### config.mk
export PLATFORM = sky130hd
export DESIGN_NAME = fdtd_buf_wb_ctrl_flat
export DESIGN_NICKNAME = d
export VERILOG_FILES = /design/src/rtl/fdtd_buf_wb_ctrl_pkg.sv /design/src/rtl/fdtd_buf_wb_ctrl_if.sv /design/src/rtl/fdtd_buf_wb_ctrl_edge_pend.sv /design/src/rtl/fdtd_buf_wb_ctrl.sv /design/src/flat_wrapper.sv
export SDC_FILE = /design/constraint.sdc
export NUM_CORES = 1
export LEC_CHECK = 0
export BUFFER_PORTS_ARGS = -buffer_cell sky130_fd_sc_hd__buf_2
export CELL_PAD_IN_SITES_DETAIL_PLACEMENT = 0
export CELL_PAD_IN_SITES_GLOBAL_PLACEMENT = 2
export CORE_MARGIN = 5
export CORE_UTILIZATION = 32
export DETAILED_ROUTE_END_ITERATION = 7
export PLACE_DENSITY_LB_ADDON = 0.1
export SLEW_MARGIN = 25
export SYNTH_ARGS = -nofsm -noshare
export SYNTH_HDL_FRONTEND = slang
export SYNTH_HIERARCHICAL = 1
export SYNTH_SLANG_ARGS = --single-unit
### constraint.sdc
create_clock -name CLK -period 3.9 [get_ports CLK]
set_input_delay 0.78 -clock CLK [delete_from_list [all_inputs] [get_ports CLK]]
set_output_delay 0.78 -clock CLK [all_outputs]
set_load 0.05 [all_outputs]
### src/rtl/fdtd_buf_wb_ctrl_pkg.sv
// fdtd_pkg: shared types and constants for the FDTD buffer write-back engine
//   wb_state_e  write-back FSM states
//   wb_job_e    job kinds; the value is also the bit index of the job's pending flag
//   WORD_BYTES  byte stride of one data-memory word
package fdtd_pkg;
    typedef enum logic [2:0] {IDLE, RD, LAT, REQ, DONE} wb_state_e;
    typedef enum logic [1:0] {JOB_HY, JOB_EZ, JOB_SRC} wb_job_e;
    localparam int WORD_BYTES = 4;
endpackage

### src/rtl/fdtd_buf_wb_ctrl_if.sv
// fdtd_buf_wb_ctrl_if: ram_buffer read port plus data-memory req/gnt write port
//   master  write-back engine: drives buffer reads and memory writes
//   slave   Hy/Ez ram_buffers and the data-memory arbiter
interface fdtd_buf_wb_ctrl_if #(
    parameter int BUFFER_ADDR_WIDTH = 6,
    parameter int FDTD_DATA_WIDTH   = 16,
    parameter int MEM_ADDR_WIDTH    = 32
);
    logic                         rd_Hy_buf_en_o;
    logic                         rd_Ez_buf_en_o;
    logic [BUFFER_ADDR_WIDTH-1:0] rd_buf_addr_o;
    logic [FDTD_DATA_WIDTH-1:0]   rd_Hy_buf_data_i;
    logic [FDTD_DATA_WIDTH-1:0]   rd_Ez_buf_data_i;
    logic                         mem_req_o;
    logic                         mem_gnt_i;
    logic                         mem_we_o;
    logic [MEM_ADDR_WIDTH-1:0]    mem_addr_o;
    logic [31:0]                  mem_wdata_o;
    modport master (
        output rd_Hy_buf_en_o, rd_Ez_buf_en_o, rd_buf_addr_o, mem_req_o, mem_we_o, mem_addr_o, mem_wdata_o,
        input  rd_Hy_buf_data_i, rd_Ez_buf_data_i, mem_gnt_i
    );
    modport slave (
        input  rd_Hy_buf_en_o, rd_Ez_buf_en_o, rd_buf_addr_o, mem_req_o, mem_we_o, mem_addr_o, mem_wdata_o,
        output rd_Hy_buf_data_i, rd_Ez_buf_data_i, mem_gnt_i
    );
endinterface

### src/rtl/fdtd_buf_wb_ctrl_edge_pend.sv
// fdtd_start_edge_pend: falling-edge detect on the three start lines with sticky pending flags
//   CLK, RST_N  clock, async active-low reset
//   start_i     {src, Ez, Hy} start lines
//   clr_i       one-hot clear from the FSM when a job leaves IDLE
//   pend_o      pending flags, same bit order
module fdtd_start_edge_pend (
    input  logic       CLK,
    input  logic       RST_N,
    input  logic [2:0] start_i,
    input  logic [2:0] clr_i,
    output logic [2:0] pend_o
);
    logic [2:0] prev;
    // a fresh edge wins over a same-cycle clear so it is never lost
    always_ff @(posedge CLK or negedge RST_N)
        if (!RST_N) begin
            prev   <= '0;
            pend_o <= '0;
        end else begin
            prev   <= start_i;
            pend_o <= (pend_o & ~clr_i) | (prev & ~start_i);
        end
endmodule

### src/rtl/fdtd_buf_wb_ctrl.sv
// fdtd_buf_wb_ctrl: copies a finished Hy/Ez ram_buffer (or the Ez source word) to data memory
//   CLK, RST_N         clock, async active-low reset
//   buffer_size_i      last element index of a pass (low BUFFER_ADDR_WIDTH bits used)
//   hy/ez_base_addr_i  byte base addresses of the Hy and Ez arrays
//   wrt_*_start_i      calculation-controller lines; a falling edge queues a job
//   bus                ram_buffer read port and data-memory write port (master side)
//   busy_o, wb_done_o  job in progress / one-cycle end-of-job pulse
module fdtd_buf_wb_ctrl
    import fdtd_pkg::*;
#(
    parameter int BUFFER_ADDR_WIDTH = 6,
    parameter int FDTD_DATA_WIDTH   = 16,
    parameter int MEM_ADDR_WIDTH    = 32
) (
    input  logic                       CLK,
    input  logic                       RST_N,
    input  logic [FDTD_DATA_WIDTH-1:0] buffer_size_i,
    input  logic [MEM_ADDR_WIDTH-1:0]  hy_base_addr_i,
    input  logic [MEM_ADDR_WIDTH-1:0]  ez_base_addr_i,
    input  logic                       wrt_Hy_start_i,
    input  logic                       wrt_Ez_start_i,
    input  logic                       wrt_src_start_i,
    fdtd_buf_wb_ctrl_if.master         bus,
    output logic                       busy_o,
    output logic                       wb_done_o
);
    // one extra index bit so a full 2^BUFFER_ADDR_WIDTH-word pass ends without wrapping
    localparam int IW = BUFFER_ADDR_WIDTH + 1;
    wb_state_e                  state;
    wb_job_e                    job;
    wb_job_e                    nxt_job;
    logic [2:0]                 pend;
    logic [2:0]                 clr;
    logic [IW-1:0]              idx;
    logic [IW-1:0]              last;
    logic [MEM_ADDR_WIDTH-1:0]  base;
    logic [FDTD_DATA_WIDTH-1:0] rd_word;
    logic                       unused_size;

    assign unused_size = ^buffer_size_i[FDTD_DATA_WIDTH-1:BUFFER_ADDR_WIDTH];
    assign busy_o      = (state != IDLE);

    fdtd_start_edge_pend u_pend (
        .CLK    (CLK),
        .RST_N  (RST_N),
        .start_i({wrt_src_start_i, wrt_Ez_start_i, wrt_Hy_start_i}),
        .clr_i  (clr),
        .pend_o (pend)
    );

    always_comb begin
        nxt_job = pend[JOB_HY] ? JOB_HY : pend[JOB_EZ] ? JOB_EZ : JOB_SRC;
        clr     = (state == IDLE && |pend) ? 3'b001 << nxt_job : 3'b000;
        rd_word = (job == JOB_HY) ? bus.rd_Hy_buf_data_i : bus.rd_Ez_buf_data_i;
    end

    always_ff @(posedge CLK or negedge RST_N)
        if (!RST_N) begin
            state              <= IDLE;
            job                <= JOB_HY;
            idx                <= '0;
            last               <= '0;
            base               <= '0;
            bus.rd_Hy_buf_en_o <= 1'b0;
            bus.rd_Ez_buf_en_o <= 1'b0;
            bus.rd_buf_addr_o  <= '0;
            bus.mem_req_o      <= 1'b0;
            bus.mem_we_o       <= 1'b0;
            bus.mem_addr_o     <= '0;
            bus.mem_wdata_o    <= '0;
            wb_done_o          <= 1'b0;
        end else begin
            bus.rd_Hy_buf_en_o <= 1'b0;
            bus.rd_Ez_buf_en_o <= 1'b0;
            wb_done_o          <= 1'b0;
            case (state)
                IDLE: if (|pend) begin
                    job                <= nxt_job;
                    idx                <= '0;
                    // the source job is a single word: Ez index 0
                    last               <= (nxt_job == JOB_SRC) ? '0 : IW'(buffer_size_i[BUFFER_ADDR_WIDTH-1:0]);
                    base               <= (nxt_job == JOB_HY) ? hy_base_addr_i : ez_base_addr_i;
                    bus.rd_Hy_buf_en_o <= (nxt_job == JOB_HY);
                    bus.rd_Ez_buf_en_o <= (nxt_job != JOB_HY);
                    bus.rd_buf_addr_o  <= '0;
                    state              <= RD;
                end
                RD: state <= LAT;
                LAT: begin
                    bus.mem_wdata_o <= {{(32-FDTD_DATA_WIDTH){rd_word[FDTD_DATA_WIDTH-1]}}, rd_word};
                    bus.mem_addr_o  <= base + MEM_ADDR_WIDTH'(idx) * MEM_ADDR_WIDTH'(WORD_BYTES);
                    bus.mem_req_o   <= 1'b1;
                    bus.mem_we_o    <= 1'b1;
                    state           <= REQ;
                end
                REQ: if (bus.mem_gnt_i) begin
                    bus.mem_req_o <= 1'b0;
                    bus.mem_we_o  <= 1'b0;
                    if (idx == last) begin
                        wb_done_o <= 1'b1;
                        state     <= DONE;
                    end else begin
                        idx                <= idx + 1'b1;
                        bus.rd_Hy_buf_en_o <= (job == JOB_HY);
                        bus.rd_Ez_buf_en_o <= (job != JOB_HY);
                        bus.rd_buf_addr_o  <= BUFFER_ADDR_WIDTH'(idx + 1'b1);
                        state              <= RD;
                    end
                end
                DONE: state <= IDLE;
                default: state <= IDLE;
            endcase
        end
endmodule

### src/flat_wrapper.sv
// flat-port wrapper written by rule: the top's interface ports become plain ports
module fdtd_buf_wb_ctrl_flat import fdtd_pkg::*;
#(
    parameter int BUFFER_ADDR_WIDTH = 6,
    parameter int FDTD_DATA_WIDTH   = 16,
    parameter int MEM_ADDR_WIDTH    = 32
)
  (CLK, RST_N, buffer_size_i, hy_base_addr_i, ez_base_addr_i, wrt_Hy_start_i, wrt_Ez_start_i, wrt_src_start_i, busy_o, wb_done_o, bus_rd_Hy_buf_en_o, bus_rd_Ez_buf_en_o, bus_rd_buf_addr_o, bus_mem_req_o, bus_mem_we_o, bus_mem_addr_o, bus_mem_wdata_o, bus_rd_Hy_buf_data_i, bus_rd_Ez_buf_data_i, bus_mem_gnt_i);
  fdtd_buf_wb_ctrl_if #(.BUFFER_ADDR_WIDTH(BUFFER_ADDR_WIDTH), .FDTD_DATA_WIDTH(FDTD_DATA_WIDTH), .MEM_ADDR_WIDTH(MEM_ADDR_WIDTH)) bus_i ();
  input  logic CLK;
  input  logic RST_N;
  input  logic [FDTD_DATA_WIDTH-1:0] buffer_size_i;
  input  logic [MEM_ADDR_WIDTH-1:0] hy_base_addr_i;
  input  logic [MEM_ADDR_WIDTH-1:0] ez_base_addr_i;
  input  logic wrt_Hy_start_i;
  input  logic wrt_Ez_start_i;
  input  logic wrt_src_start_i;
  output logic busy_o;
  output logic wb_done_o;
  output wire logic [$bits(bus_i.rd_Hy_buf_en_o)-1:0] bus_rd_Hy_buf_en_o;
  output wire logic [$bits(bus_i.rd_Ez_buf_en_o)-1:0] bus_rd_Ez_buf_en_o;
  output wire logic [$bits(bus_i.rd_buf_addr_o)-1:0] bus_rd_buf_addr_o;
  output wire logic [$bits(bus_i.mem_req_o)-1:0] bus_mem_req_o;
  output wire logic [$bits(bus_i.mem_we_o)-1:0] bus_mem_we_o;
  output wire logic [$bits(bus_i.mem_addr_o)-1:0] bus_mem_addr_o;
  output wire logic [$bits(bus_i.mem_wdata_o)-1:0] bus_mem_wdata_o;
  input wire logic [$bits(bus_i.rd_Hy_buf_data_i)-1:0] bus_rd_Hy_buf_data_i;
  input wire logic [$bits(bus_i.rd_Ez_buf_data_i)-1:0] bus_rd_Ez_buf_data_i;
  input wire logic [$bits(bus_i.mem_gnt_i)-1:0] bus_mem_gnt_i;
  assign bus_rd_Hy_buf_en_o = bus_i.rd_Hy_buf_en_o;
  assign bus_rd_Ez_buf_en_o = bus_i.rd_Ez_buf_en_o;
  assign bus_rd_buf_addr_o = bus_i.rd_buf_addr_o;
  assign bus_mem_req_o = bus_i.mem_req_o;
  assign bus_mem_we_o = bus_i.mem_we_o;
  assign bus_mem_addr_o = bus_i.mem_addr_o;
  assign bus_mem_wdata_o = bus_i.mem_wdata_o;
  assign bus_i.rd_Hy_buf_data_i = bus_rd_Hy_buf_data_i;
  assign bus_i.rd_Ez_buf_data_i = bus_rd_Ez_buf_data_i;
  assign bus_i.mem_gnt_i = bus_mem_gnt_i;
  fdtd_buf_wb_ctrl #(.BUFFER_ADDR_WIDTH(BUFFER_ADDR_WIDTH), .FDTD_DATA_WIDTH(FDTD_DATA_WIDTH), .MEM_ADDR_WIDTH(MEM_ADDR_WIDTH)) u_core (.CLK(CLK), .RST_N(RST_N), .buffer_size_i(buffer_size_i), .hy_base_addr_i(hy_base_addr_i), .ez_base_addr_i(ez_base_addr_i), .wrt_Hy_start_i(wrt_Hy_start_i), .wrt_Ez_start_i(wrt_Ez_start_i), .wrt_src_start_i(wrt_src_start_i), .bus(bus_i), .busy_o(busy_o), .wb_done_o(wb_done_o));
endmodule
* Word-level counts from Yosys, hierarchy flattened *
Cells that the tools add are included.

operators by class
  bitwise gates (word level) = 5
  shifts and indexed selects = 1
  $add $sub $neg = 2
  reductions and logical operators = 14
  mux-type cells = 31
  eq/ne operators = 8

operator list
  cell                                                 count
  adder 32 x 9 -> 32 bit                               1
  2-to-1 mux 32 bit                                    1
  2-to-1 mux 6 bit                                     4
  2-to-1 mux 7 bit                                     3
  2-to-1 mux 16 bit                                    1
  case mux 7 bit (2 select lines)                      1
  2-to-1 mux 3 bit                                     4
  case mux 3 bit (4 select lines)                      1
  case mux 6 bit (2 select lines)                      1
  2-to-1 mux 1 bit                                     10
  nonzero test 2 bit                                   4
  adder 7 x 1 -> 7 bit, second input constant          1
  equality test 7 bit                                  1
  AND 3 bit                                            2
  equality test 3 x 2 -> 1 bit, second input constant  2
  inequality test 2 bit, second input constant         3
  inverter 3 bit                                       2
  case mux 1 bit (2 select lines)                      3
  AND reduction 2 bit                                  3
  logical NOT 2 bit                                    2
  2-to-1 mux 2 bit                                     2
  AND reduction 4 bit                                  1
  equality test 3 x 1 -> 1 bit, second input constant  1
  logical NOT 3 bit                                    1
  6 further kinds                                      6

storage, ports and cells
  bits of input ports = 118
  word-level logic and storage cells = 75
  output and inout bits = 76
  flip-flop bits (word level) = 115

* Longest topological paths before layout *
Gate-level depths: netlist (run 1).

  depth in word-level cells = 7
  gate-level depth with buffers = 9
  mapped depth without buffers = 8

* Cells and area by module *
Netlist (run 1), hierarchy kept.

modules (own cells, without submodules)
  module                sequential area each (um^2)  area each (um^2)  times used  cells each
  fdtd_buf_wb_ctrl      2552.4                       5357.6            1           564
  fdtd_start_edge_pend  150.1                        210.2             1           15

* Least setup slack after synthesis (run 1) *
No wires, ideal clock.

  path kind = register to register
  start point = register, netlist name u_core/bus.rd_buf_addr_o[0]
  end point = register u_core.bus.mem_addr_o[28]
  cell stages (with the launch flop) = 10
  path buffers = 1
  library setup time = 0.069 ns
  required time = 3.831 ns
  arrival time = 2.371 ns
  period minus slack after synthesis = 2.440 ns
  path slack = 1.460 ns
  cells stage by stage = dfrtp_1 -> ha_1 -> inv_1 -> fa_1 -> nor2b_1 -> o31a_1 -> clkbuf_1 -> o21ai_0 -> or4_1 -> nand3_1

RTL lines
  what                    RTL line                   text
  end signal: assignment  fdtd_buf_wb_ctrl.sv:91     bus.mem_addr_o <= base + MEM_ADDR_WIDTH'(idx) * MEM_ADDR_WIDTH'(WORD_BYTES);
  end: declaration        fdtd_buf_wb_ctrl_if.sv:20  output rd_Hy_buf_en_o, rd_Ez_buf_en_o, rd_buf_addr_o, mem_req_o, mem_we_o, mem_addr_o, mem_wdata_o,

* Worst setup path in the final report (run 1) *
  start point = register u_core.idx[5]
  end point = register u_core.bus.mem_addr_o[30]

between the ends
  word-level cells in the longest chain between the ends = 1

ends and longest elaborated chain
  what                      RTL line                 text
  start: declaration        fdtd_buf_wb_ctrl.sv:34   logic [IW-1:0] idx;
  start signal: assignment  fdtd_buf_wb_ctrl.sv:103  idx <= idx + 1'b1;
  adder 32 x 9 -> 32 bit    fdtd_buf_wb_ctrl.sv:91

Every way passes these cells.
A chain may end at the register's enable or synchronous reset.

==> results of run 1 <==
==> state kept, by name, summed over array words and instances (netlist names) <==
register,count
u_core/bus.mem_we_o,1
u_core/state,3
u_core/bus.rd_Hy_buf_en_o,1
u_core/bus.mem_wdata_o,16
u_core/job,2
u_core/u_pend/prev,3
u_core/base,32
u_core/bus.mem_addr_o,32
u_core/bus.rd_buf_addr_o,5
u_core/idx,2
u_core/bus.rd_Ez_buf_en_o,1
u_core/last,6
u_core/wb_done_o,1
u_core/u_pend/pend_o,3
==> power breakdown <==
part / switching, mW / internal [mW] / total (mW)
combinational: 2.26 / 0.852 / 3.11
sequential: 0.422 / 1.60 / 2.03
clock: 0.413 / 0.532 / 0.944
total: 3.09 / 2.99 / 6.08
==> cell usage after synthesis, types with 4 or more instances <==
| library cell | n | area, um^2 |
|---|---|---|
| buf_1 | 8 | 30.0 |
| mux2i_1 | 49 | 490 |
| nand4_1 | 9 | 56.3 |
| ha_1 | 8 | 100 |
| o21ai_0 | 62 | 310 |
| dfrtp_1 | 108 | 2700 |
| inv_1 | 13 | 48.8 |
| o211ai_1 | 7 | 52.6 |
| a21o_1 | 4 | 30.0 |
| a21oi_1 | 27 | 135 |
| or3_1 | 7 | 43.8 |
| buf_4 | 23 | 173 |
| xor2_1 | 23 | 201 |
| nand3_1 | 16 | 80.1 |
| a22o_1 | 6 | 52.6 |
| and2_1 | 6 | 37.5 |
| xnor2_1 | 4 | 35.0 |
| nor3_1 | 9 | 45.0 |
| nor2_1 | 35 | 131 |
| nand2_1 | 85 | 319 |
| clkbuf_1 | 21 | 78.8 |
==> metrics by stage <==
step,area [um^2],hold WS [ns],util [%]
after floorplan,5570,0.439,-
after global placement,6530,0.451,38.0
after detailed placement,6540,0.465,38.1
after CTS,6850,0.482,39.9
after global routing,6850,0.499,39.9
final,6850,0.473,39.9
==> area by class of cell <==
| type | instances | share of cell area, % |
|---|---|---|
| Sequential cell | 108 | 39.5 |
| Multi-Input combinational cell | 403 | 37.2 |
| Timing Repair Buffer | 189 | 14.1 |
| Tap cell | 225 | 4.11 |
| Clock buffer | 12 | 3.74 |
| Inverter | 13 | 0.712 |
| Clock inverter | 4 | 0.694 |
==> cells by family (layout without fill, tap and decap cells) <==
logic type,count (synthesis),in the layout,share of synthesized area (%)
and+or+nand+nor,188,188,15.9
AOI/OAI and AO/OA,129,129,14.0
DFF,108,108,48.5
buffers and inverters,68,218,6.20
muxes,50,50,9.01
xor gates and xnor gates,27,27,4.25
adders and majority gates,9,9,2.16
==> how the worst max path moves through the flow <==
| stage | end | from | slack (ns) | cells after the start |
|---|---|---|---|---|
| 3_5_place_dp | u_core/bus.mem_addr_o[9]$_DFFE_PN0P_ | u_core/bus.rd_buf_addr_o[3]$_DFFE_PN0P_ | 1.22 | 6 |
| 4_1_cts | u_core/bus.mem_addr_o[9]$_DFFE_PN0P_ | u_core/bus.rd_buf_addr_o[3]$_DFFE_PN0P_ | 1.23 | 6 |
| 6_report | u_core/bus.mem_addr_o[30]$_DFFE_PN0P_ | u_core/idx[5]$_DFFE_PN0P_ | 1.28 | 6 |
| 2_1_floorplan | u_core/bus.mem_addr_o[28]$_DFFE_PN0P_ | u_core/bus.rd_buf_addr_o[0]$_DFFE_PN0P_ | 1.46 | 9 |
| 5_1_grt | u_core/bus.mem_addr_o[30]$_DFFE_PN0P_ | u_core/idx[5]$_DFFE_PN0P_ | 1.08 | 6 |
| 3_3_place_gp | u_core/bus.mem_addr_o[9]$_DFFE_PN0P_ | u_core/bus.rd_buf_addr_o[3]$_DFFE_PN0P_ | 1.31 | 6 |
==> layer usage <==
| metal | up-vias | routed length, um | global-route usage, % | share of wire (%) |
|---|---|---|---|---|
| li1 | 2292 | - | - | - |
| met4 | 0 | 146 | 3.99 | 0.96 |
| met5 | - | 0 | 0 | 0 |
| met1 | 2125 | 6990 | 20.6 | 46 |
| met2 | 136 | 6950 | 24.3 | 46 |
| met3 | 10 | 1120 | 4.01 | 7.4 |
==> worst max-delay path, cell delays in order, from the launching register on <==
cell,delay (ns)
dfrtp_1,0.48
ha_1,0.38
or2_2,0.13
a21o_1,0.48
o21ai_0,0.42
or4_1,0.57
nand3_1,0.09
==> flow_metrics.py, run 1 <==
metrics = {
    "status": {
        "outcome": "finished, final reports clean",
    },
    "global_routing": {
        "grt_max_degree": 61,
        "antenna_found_initial": 0,
        "grt_use_total_pct": 15.2,
        "globalRouteOverflowTotal": 0,
        "grt_first_pass_wirelength_um": 24200,
        "grt_pass1_vias": 4574,
    },
    "job": {
        "drv_cap": 0,
    },
    "synthesis": {
        "ys_types": 48,
        "syn_nets": 706,
        "ys.flop_type": "dfrtp_1",
        "yosysSeqAreaShare_pct": 48.5,
        "async_reset_ff_share_pct": 100,
        "avgSynthCellArea_um2": 9.62,
        "yosys_warnings": 6,
        "synth_edf_count": 0,
        "synth.ff_latch_count": 108,
        "syn_area_um2": 5570,
        "syn_inst": 579,
    },
    "final_layout": {
        "diodes": 0,
        "layout_common_cells": "buf_2 (182), dfrtp_1 (107), nand2_1 (83), o21ai_0 (62), mux2i_1 (49)",
        "syn_to_final_growth_pct": 23.0,
        "seqCellArea_um2": 2700,
        "stdcell_count": 954,
        "fillers": 1755,
        "layout_commonest_cell": "buf_2",
        "multi_input_area_um2": 2550,
        "nets": 851,
        "layout-drive-gt1-share_pct": 30.3,
    },
    "drt": {
        "wl_per_cell_um": 15.9,
        "drt_iter0_markers": 201,
        "antenna_left": 0,
        "first_pass_iters": 4,
        "via_per_inst": 4.78,
        "vias": 4563,
        "totalWireLength_um": 15200,
        "drc": 0,
    },
    "clocking": {
        "cts-root-buf": "clkbuf_16",
        "insertion_delay_ns": 0.35,
        "cts_buffer_depth": 2,
        "cts_tree": "done",
        "clk_pin_slew_ns": 0.07,
        "htreeDepth": 3,
        "cts_sinks": 108,
        "cts_resized": 0,
        "post_cts_buffers": 0,
        "cts_buffers": 9,
        "hold_buffers": 0,
    },
    "die": {
        "initial_core_util_pct": 32.4,
        "coreArea_um2": 17200,
        "dieArea_um2": 20100,
        "dieHeight_um": 142,
        "num_rows": 48,
        "ios": 194,
        "die_x_um": 142,
    },
    "place": {
        "gp_congestion": 0.779,
        "pre_cts_ws_ns": 1.22,
        "numPortBuffers": 183,
        "dp.cells": 938,
        "hpwl_um": 11400,
    },
    "sta": {
        "setup-violations-final": 0,
        "setup_slack_ns": 1.28,
        "hold_viol": 0,
        "tightest_slew_ns": 1.05,
        "skew_ns": 0.00435,
        "min_period_ns": 2.62,
        "rsz0062_at_grt": "no",
        "maxSlewViolCount": 0,
        "setup_tns_ns": 0,
        "fmax_ghz": 0.382,
        "relSlewSlack_pct": 29.7,
        "period_share_pct": 67.1,
    },
    "worst_setup_path": {
        "rr_worst_depth": 6,
        "worstPathRequired_ns": 4.18,
        "r2r_end": "u_core/bus.mem_addr_o[30]$_DFFE_PN0P_",
        "cp-start-kind": "register",
        "end_kind": "register",
        "crit_type": "register to register",
        "rrSetupSlack_ns": 1.28,
        "worstPathArrival_ns": 2.90,
        "cp_max_fo": 18,
        "r2r-start": "u_core/idx[5]$_DFFE_PN0P_",
    },
    "pwr": {
        "leakagePower_nw": 3.52,
        "powerDensity_nw_per_um2": 887,
        "fin_total_pwr_mw": 6.08,
        "peakVddDrop_uv": 567,
    },
    "worst_hold_path": {
        "min_from": "u_core/bus.mem_addr_o[14]$_DFFE_PN0P_",
        "min_path_type": "register to register",
        "holdPathStages": 2,
        "whs_endpoint": "u_core/bus.mem_addr_o[14]$_DFFE_PN0P_",
    },
}
Note: power is estimated with default switching activity, not from simulation.
==> run 2: changes to the inputs <==
--- a/config.mk
+++ b/config.mk
@@ -5,11 +5,12 @@
 export SDC_FILE = /design/constraint.sdc
 export NUM_CORES = 1
 export LEC_CHECK = 0
+export ABC_AREA = 1
 export BUFFER_PORTS_ARGS = -buffer_cell sky130_fd_sc_hd__buf_2
 export CELL_PAD_IN_SITES_DETAIL_PLACEMENT = 0
 export CELL_PAD_IN_SITES_GLOBAL_PLACEMENT = 2
 export CORE_MARGIN = 5
-export CORE_UTILIZATION = 32
+export CORE_UTILIZATION = 25
 export DETAILED_ROUTE_END_ITERATION = 7
 export PLACE_DENSITY_LB_ADDON = 0.1
 export SLEW_MARGIN = 25
==> constraint.sdc (replaced) <==
create_clock -name CLK -period 2.3 [get_ports CLK]
set_input_delay 0.46 -clock CLK [delete_from_list [all_inputs] [get_ports CLK]]
set_output_delay 0.46 -clock CLK [all_outputs]
set_load 0.05 [all_outputs]
==> run 2 against run 1 <==
Against the previous run:
- combinational power up 110%
- synthesized cell count up 43%
- sequential power up 72%
- power up 94%
- flip-flop and latch count unchanged
- via count up 24%
- sequential share of layout area down 3.6 points
- clock skew up 0.011 ns
- non-clock buffer count up 15
- global-route usage down 0.19 points
- count of clock-buffer cells in the layout down 2
- critical path type unchanged
- highest routed layer is now met5
==> flow_metrics.py, run 2 <==
metrics = {
    "status": {
        "outcome": "finished, final reports clean",
    },
    "drt": {
        "antenna_left": 0,
        "via_per_inst": 4.32,
        "first_pass_iters": 5,
        "totalWireLength_um": 20300,
        "vias": 5674,
        "drt_iter0_markers": 328,
        "wl_per_cell_um": 15.4,
        "drc": 0,
    },
    "final_layout": {
        "syn_to_final_growth_pct": 25.4,
        "layout-drive-gt1-share_pct": 23.4,
        "stdcell_count": 1314,
        "layout_commonest_cell": "nand2_1",
        "layout_common_cells": "nand2_1 (302), buf_2 (182), dfrtp_1 (108), nor2_1 (97), nand3_1 (65)",
        "seqCellArea_um2": 2700,
        "multi_input_area_um2": 2740,
        "diodes": 0,
        "nets": 1119,
        "largest_registers": "u_core/base x32, u_core/bus.mem_addr_o x32, u_core/bus.mem_wdata_o x16",
        "fillers": 2678,
    },
    "die": {
        "die_x_um": 165,
        "num_rows": 56,
        "initial_core_util_pct": 25.5,
        "coreArea_um2": 23500,
        "dieArea_um2": 27200,
        "dieHeight_um": 165,
        "ios": 194,
    },
    "clocking": {
        "cts_sinks": 108,
        "insertion_delay_ns": 0.36,
        "cts_buffers": 9,
        "cts_tree": "done",
        "cts_buffer_depth": 2,
        "hold_buffers": 0,
        "cts-root-buf": "clkbuf_16",
        "cts_resized": 0,
        "clk_pin_slew_ns": 0.08,
        "post_cts_buffers": 0,
        "htreeDepth": 3,
    },
    "sta": {
        "period_share_pct": 91.2,
        "setup-violations-final": 0,
        "rsz0062_at_grt": "no",
        "maxSlewViolCount": 0,
        "fmax_ghz": 0.477,
        "relSlewSlack_pct": 59.0,
        "setup_tns_ns": 0,
        "min_period_ns": 2.10,
        "skew_ns": 0.0155,
        "tightest_slew_ns": 0.614,
        "hold_viol": 0,
        "whs_ns": 0.175,
    },
    "global_routing": {
        "grt_first_pass_wirelength_um": 31800,
        "grt_pass1_vias": 5654,
        "globalRouteOverflowTotal": 0,
        "grt_max_degree": 109,
        "grt_use_total_pct": 15.0,
        "antenna_found_initial": 3,
    },
    "pwr": {
        "switchingPower_mw": 6.35,
        "fin_total_pwr_mw": 11.8,
        "pwr-share-seq_pct": 29.7,
        "p_int_mw": 5.44,
        "p_comb_share_pct": 55.8,
        "p_clk_share_pct": 14.5,
        "leakagePower_nw": 3.96,
        "switching_share_pct": 53.9,
        "peakVddDrop_uv": 723,
        "powerDensity_nw_per_um2": 1570,
    },
    "synthesis": {
        "syn_inst": 830,
        "yosysSeqAreaShare_pct": 45.0,
        "ys.flop_type": "dfrtp_1",
        "post-synth-top-count-cell": "nand2_1",
        "synth_edf_count": 0,
        "synth_top_area_share_pct": 45.0,
        "async_reset_ff_share_pct": 100,
        "synthTopCellsByCount": "nand2_1 (303), dfrtp_1 (108), nor2_1 (97)",
        "yosys_warnings": 6,
        "synth_area_leaders": "dfrtp_1 (45%), nand2_1 (19%), nor2_1 (6.1%)",
        "syn_nets": 957,
        "synth.ff_latch_count": 108,
        "ys_types": 29,
        "syn_area_um2": 6000,
        "synth_top_area_cell": "dfrtp_1",
        "avgSynthCellArea_um2": 7.23,
    },
    "worst_setup_path": {
        "critical_path.max_stage_delay_ns": 0.38,
        "r2r_end": "u_core/bus.mem_addr_o[10]$_DFFE_PN0P_",
        "crit_end": "u_core/bus.mem_addr_o[10]$_DFFE_PN0P_",
        "worstPathRequired_ns": 2.54,
        "worstPathArrival_ns": 2.34,
        "rrSetupSlack_ns": 0.20,
        "r2r-start": "u_core/bus.rd_buf_addr_o[0]$_DFFE_PN0P_",
        "end_kind": "register",
        "rr_worst_depth": 11,
        "crit_top_cell": "nand3_1",
        "cp_slowest_cell": "dfrtp_1",
        "crit_chain": "ha_1 > inv_1 > fa_1 > inv_1 > nand3_1 > nand3_1 > nand2_1 > nand3_1 > or2_2 > nand3_1 > nand2_1",
        "crit_type": "register to register",
        "cp-startpoint": "u_core/bus.rd_buf_addr_o[0]$_DFFE_PN0P_",
        "cp_max_fo": 6,
        "cp-start-kind": "register",
    },
    "job": {
        "drv_cap": 0,
    },
    "place": {
        "numPortBuffers": 183,
        "gp_congestion": 0.762,
        "hpwl_um": 15400,
        "dp.cells": 1300,
    },
    "worst_hold_path": {
        "min_path_type": "input pin to asynchronous set/reset pin",
    },
}
run 2: cell types whose count changed in the layout (fill, tap and decap cells not counted), moves of 15 or more:
cell / change
nand2_1: +219
nor2_1: +63
mux2i_1: -49
nand3_1: +49
inv_1: +47
a31oi_1: +30
a21oi_1: -26
o21ai_0: -15
xor2_1: -15
run 2: layout make-up:
class	count	area share, %
inverter	68	3.39
multi-input combinational	601	36.5
clock buffer	10	3.17
timing repair buffer	204	14.8
clock inverter	4	0.981
tap	319	5.30
sequential	108	35.9
run 2: worst min path at each step:
stage                     cells after the start  slack, ns                             from                                 to
after floorplan                               0       0.16                            RST_N         u_core/base[0]$_DFFE_PN0P_
after global routing                          1       0.21                   wrt_Ez_start_i    u_core/u_pend/prev[1]$_DFF_PN0_
after global placement                        2       0.43  u_core/u_pend/prev[2]$_DFF_PN0_  u_core/u_pend/pend_o[2]$_DFF_PN0_
after CTS                                     2       0.20                            RST_N    u_core/u_pend/prev[1]$_DFF_PN0_
after detailed placement                      2       0.43  u_core/u_pend/prev[2]$_DFF_PN0_  u_core/u_pend/pend_o[2]$_DFF_PN0_
final                                         2       0.17                            RST_N          u_core/job[0]$_DFFE_PN0P_
run 2: per-layer routing:
layer | routed length [um] | up-vias | track usage [%]
li1 | - | 2952 | -
met1 | 10800 | 2559 | 23.2
met5 | 35 | - | 0
met3 | 1310 | 17 | 3.64
met4 | 220 | 6 | 3.86
met2 | 7920 | 140 | 20.7
run 2: worst max-delay path, delay by kind of cell, from the launching register on:
kind	cells	cell delay, ns
buffers and inverters	2	0.16
DFF	1	0.38
and+or+nand+nor	7	0.98
adders and majority gates	2	0.46
run 2: cells by family after synthesis:
kind of cell	count (synthesis)	share of synthesized area, %
AOI/OAI and AO/OA	85	8.19
buffers and inverters	121	9.42
and+or+nand+nor	495	33.6
DFF	108	45.0
adders and majority gates	9	2.00
xor gates and xnor gates	12	1.75
run 2: per-stage QoR:
stage               worst slack, ns  utilization [%]  cell area (um^2)
floorplan                     0.355                -              6000
global placement              0.130             30.6              7210
detailed placement           0.0893             30.6              7210
CTS                          0.0685             32.0              7520
global route                0.00446             32.0              7530
finish                        0.202             32.0              7530
run 2: power by group through the flow:
stage | Clock, mW | Combinational [mW] | Sequential (mW)
final | 1.71 | 6.58 | 3.50
after global routing | 1.85 | 7.26 | 3.64
after CTS | 1.78 | 6.70 | 3.51
after detailed placement | 0 | 6.67 | 3.54
after global placement | 0 | 6.70 | 3.53
after floorplan | 0 | 3.48 | 4.90
